File: src/rtl/rot_arb_seq.sv
// Two-requester arbiter feeding a multi-cycle 4-bit rotator with a valid/ready result port.
// Optional: define ROT_ARB_RR_EN for round-robin tie-breaking (default is fixed priority, A wins).
module rot_arb_seq (
    input  logic       clk,
    input  logic       rst,
    input  logic       a_valid,
    output logic       a_ready,
    input  logic [3:0] a_data,
    input  logic [1:0] a_amt,
    input  logic       a_dir,
    input  logic       b_valid,
    output logic       b_ready,
    input  logic [3:0] b_data,
    input  logic [1:0] b_amt,
    input  logic       b_dir,
    output logic       res_valid,
    input  logic       res_ready,
    output logic [3:0] res_data,
    output logic       res_id,
    output logic       busy
);

    typedef enum logic [1:0] {IDLE, SHIFT, DONE} state_t;

    state_t     r_state;
    logic [3:0] r_data;
    logic       r_dir;
    logic       r_id;
    logic [1:0] r_cnt;
    logic       r_res_valid;
    logic [3:0] r_res_data;
    logic       r_res_id;
    logic       r_busy;

    logic       w_idle;
    logic       w_grant_a;
    logic       w_grant_b;
    logic       w_accept;
    logic [3:0] w_in_data;
    logic [1:0] w_in_amt;
    logic       w_in_dir;
    logic [3:0] w_rot;

`ifdef ROT_ARB_RR_EN
    logic r_last_b;

    // A wins a tie only when B was granted last
    always_comb w_grant_a = a_valid & (~b_valid | r_last_b);

    always_ff @(posedge clk) begin
        if (rst) begin
            r_last_b <= 1'b1;
        end else if (w_accept) begin
            r_last_b <= w_grant_b;
        end
    end
`else
    always_comb w_grant_a = a_valid;
`endif

    always_comb begin
        w_idle    = (r_state == IDLE);
        w_grant_b = b_valid & ~w_grant_a;
        w_accept  = w_idle & (w_grant_a | w_grant_b);
        w_in_data = w_grant_a ? a_data : b_data;
        w_in_amt  = w_grant_a ? a_amt  : b_amt;
        w_in_dir  = w_grant_a ? a_dir  : b_dir;
        w_rot     = r_dir ? {r_data[0], r_data[3:1]} : {r_data[2:0], r_data[3]};
    end

    assign a_ready   = w_idle & w_grant_a;
    assign b_ready   = w_idle & w_grant_b;
    assign res_valid = r_res_valid;
    assign res_data  = r_res_data;
    assign res_id    = r_res_id;
    assign busy      = r_busy;

    // Result registers load only when entering DONE so they hold across SHIFT.
    always_ff @(posedge clk) begin
        if (rst) begin
            r_state     <= IDLE;
            r_data      <= '0;
            r_dir       <= 1'b0;
            r_id        <= 1'b0;
            r_cnt       <= '0;
            r_res_valid <= 1'b0;
            r_res_data  <= '0;
            r_res_id    <= 1'b0;
            r_busy      <= 1'b0;
        end else begin
            case (r_state)
                IDLE: begin
                    if (w_accept) begin
                        r_data <= w_in_data;
                        r_dir  <= w_in_dir;
                        r_id   <= w_grant_b;
                        r_cnt  <= w_in_amt;
                        r_busy <= 1'b1;
                        if (w_in_amt == 2'd0) begin
                            r_state     <= DONE;
                            r_res_valid <= 1'b1;
                            r_res_data  <= w_in_data;
                            r_res_id    <= w_grant_b;
                        end else begin
                            r_state <= SHIFT;
                        end
                    end
                end
                SHIFT: begin
                    r_data <= w_rot;
                    r_cnt  <= r_cnt - 2'd1;
                    if (r_cnt == 2'd1) begin
                        r_state     <= DONE;
                        r_res_valid <= 1'b1;
                        r_res_data  <= w_rot;
                        r_res_id    <= r_id;
                    end
                end
                DONE: begin
                    if (res_ready) begin
                        r_state     <= IDLE;
                        r_res_valid <= 1'b0;
                        r_busy      <= 1'b0;
                    end
                end
                default: r_state <= IDLE;
            endcase
        end
    end

endmodule

File: config.mk
export PLATFORM = sky130hd
export DESIGN_NAME = rot_arb_seq
export DESIGN_NICKNAME = d
export VERILOG_FILES = /design/src/rtl/rot_arb_seq.sv
export SDC_FILE = /design/constraint.sdc
export NUM_CORES = 1
export LEC_CHECK = 0
export ABC_AREA = 1
export CORE_MARGIN = 1.5
export CORE_UTILIZATION = 40
export DETAILED_ROUTE_END_ITERATION = 10
export PLACE_DENSITY = 0.69
export SLEW_MARGIN = 20
export SYNTH_ARGS = -nofsm -noshare
export SYNTH_HDL_FRONTEND = slang
export SYNTH_SLANG_ARGS = --single-unit
File: constraint.sdc
create_clock -name clk -period 1.3 [get_ports clk]
set_input_delay 0.39 -clock clk [delete_from_list [all_inputs] [get_ports clk]]
set_output_delay 0.39 -clock clk [all_outputs]
set_load 0.02 [all_outputs]
==> results of run 1 <==
-- worst paths after layout --
path | to | startpoint | cells past startpoint | slack [ns]
setup / recovery | b_ready | r_state[1] | 4 | -0.08
hold reg to reg | r_id | r_id | 2 | 0.47
hold / removal | r_id | r_id | 2 | 0.47
setup reg to reg | res_data[3] | r_state[1] | 8 | 0
-- placed cells by master, fill, tap and decap left out, types with 2 or more instances in the layout --
cell,Yosys,routed
nor2_4,0,6
o21ai_1,3,4
a31oi_1,4,4
inv_2,4,8
dfxtp_1,17,13
buf_2,1,7
a21oi_2,3,5
nor2_1,8,5
nand3_1,2,2
inv_1,18,14
nand2_4,5,7
buf_4,0,23
nand2_1,32,24
o211ai_1,4,4
a21oi_1,12,10
nand2_2,1,7
clkdlybuf4s50_1,0,16
o21ai_0,12,10
nor2_2,5,2
dfxtp_2,0,4
clkbuf_4,0,3
-- sequential cells by signal, indices dropped and copies added, names as in the netlist --
name	cells
r_id	1
r_data	4
busy	1
res_valid	1
r_dir	1
r_cnt	2
res_id	1
r_state	2
res_data	4
-- layout make-up --
cell class | count | area (um^2)
Clock buffer | 3 | 22.5
Clock inverter | 1 | 5.00
Fill cell | 193 | 749
Inverter | 23 | 93.8
Multi-Input combinational cell | 96 | 632
Sequential cell | 17 | 345
Tap cell | 28 | 35.0
Timing Repair Buffer | 49 | 393
-- worst max-delay path, stage by stage, from the launching register on --
cell and delay, ns:
dfxtp_2 0.34, inv_2 0.07, nand2_4 0.06, nor2_4 0.09, buf_6 0.12
-- through the flow --
step | area (um^2) | cells | setup slack [ns] | total power [mW]
finish | 1530 | 217 | -0.0761 | 2.39
global route | 1530 | 217 | -0.126 | 2.57
CTS | 1470 | 215 | -0.103 | 2.25
detailed placement | 1420 | 210 | -0.818 | 1.95
global placement | 1420 | 210 | -0.773 | 1.92
floorplan | 986 | 138 | 0.0529 | 1.47
-- kinds of logic (layout without fill, tap and decap cells) --
| group | after synthesis | in the layout | synth area share, % |
|---|---|---|---|
| simple gates | 57 | 57 | 31.2 |
| compound gates | 38 | 38 | 22.0 |
| buf+inv | 25 | 76 | 10.9 |
| flops | 17 | 17 | 34.6 |
| fa+ha+maj | 1 | 1 | 1.27 |
-- where the power goes --
part / switching (mW) / total (mW) / internal [mW] / leakage (nW)
Sequential: 0.0785 / 0.746 / 0.667 / 0.142
Combinational: 0.776 / 1.35 / 0.575 / 0.563
Clock: 0.176 / 0.290 / 0.114 / 0.0177
Total: 1.03 / 2.39 / 1.36 / 0.722
-- routing by layer --
layer,up-vias,global-route usage [%],part of all wire (%)
met5,-,0,0
met4,0,5.13,0.76
li1,549,-,-
met2,28,33.8,52
met1,487,22.7,43
met3,2,2.57,4.1
-- repair_timing --
item,in CTS,in global routing
endpoints found under the setup margin,26,21
setup buffers,1,2
pin swaps,3,11
resized for setup,45,33
cloned,0,0
==> results.yml, run 1 <==
cells_and_area:
  drive_gt1_share_pct: 42.9
  antennaDiodeCount: 0
  layout.nets: 210
  syn2layout_area_growth_pct: 55.2
  final_util_pct: 67.1
clock_tree:
  cts_buffer_depth: 2
  cts_buffers: 3
  ctsHoldBuffers: 0
  clk_pin_slew_ns: 0.10
  cts.sinks: 17
  clkLatencyLatePin_ns: 0.29
  cts_tree: "built"
  clk_root_buffer_cell: "clkbuf_4"
  htreeDepth: 1
run_status:
  violations: "negative setup slack"
  outcome: "finished, violations left"
synth:
  synth_top_area_share_pct: 34.6
  syn_nets: 158
  netlist_instances: 138
  synth.ff_latch_count: 17
  synth_cell_types: 23
  yosysMostFrequentCell: "nand2_1"
  postSynthAreaPerCell_um2: 7.13
  ys_top_cells_by_area: "dfxtp_1, nand2_1, inv_1"
  synthFlopType: "dfxtp_1"
  seq_area_frac_synth_pct: 34.6
  synth_warnings: 0
  synth-edff-count: 0
  syn-cell-area_um2: 983
  yosys.area.top_type: "dfxtp_1"
  synthArstFlopShare_pct: 0
  ys_top_cells_by_count: "nand2_1, inv_1, dfxtp_1, a21oi_1, o21ai_0"
sta:
  finalSetupTns_ns: -0.144
  fin_ws_ns: -0.0761
  slew_headroom_pct: 80.5
  setup_viol: 2
  tightest_slew_ns: 0.289
  slew_violations: 0
  skew_ns: 0.000914
  fmax_ghz: 0.727
  fin_crit_ns: 1.38
  rsz0062_at_grt: "yes"
  period_share_pct: 106
  hold_viol_final: 0
  holdWs_ns: 0.473
floorplan:
  fp.dieW_um: 52.6
  fp-row-count: 17
  ioPinCount: 28
  fp.coreArea_um2: 2280
  dieArea_um2: 2770
  die_height_um: 52.6
  start_util_pct: 43.2
global_routing:
  gr-total-overflow: 0
  grt_pass1_wl_mm: 3.81
  grt.total_usage_pct: 18.6
  grt_pass1_vias: 942
  grt_start_max_net_pins: 11
  antenna_found_initial: 0
power:
  peakVddDrop_uv: 810
  p_leak_nw: 0.722
  p_per_area_nw_per_um2: 1560
detailed_routing:
  dr.pass1.iters: 4
  wire_per_inst_um: 11.6
  drc_errors: 0
  vias_per_cell: 4.91
  ant_nets: 0
  drt_iter0_drc: 18
  num_vias: 1066
  drt_wl_total_mm: 2.51
worst_setup_path:
  required_ns: 0.91
  cp-start-kind: "flop"
  crit_type: "reg2out"
  cp-end-kind: "output pin"
  crit_arrival_ns: 0.99
  cp_max_fo: 3
run:
  drv_cap: 0
worst_hold_path:
  holdCritPathClass: "reg2reg"
placement:
  place_congestion: 0.868
  hpwlAfterDp_mm: 1.87
  io_buffer_count: 27
Note: power is estimated with default switching activity, not from simulation.
==> run 2: changes to the inputs <==
Settings changed: CTS_CLUSTER_SIZE set to 40.
==> results of run 2 <==
Same layout as run 1: the final DEF is identical, and so are final timing and power.
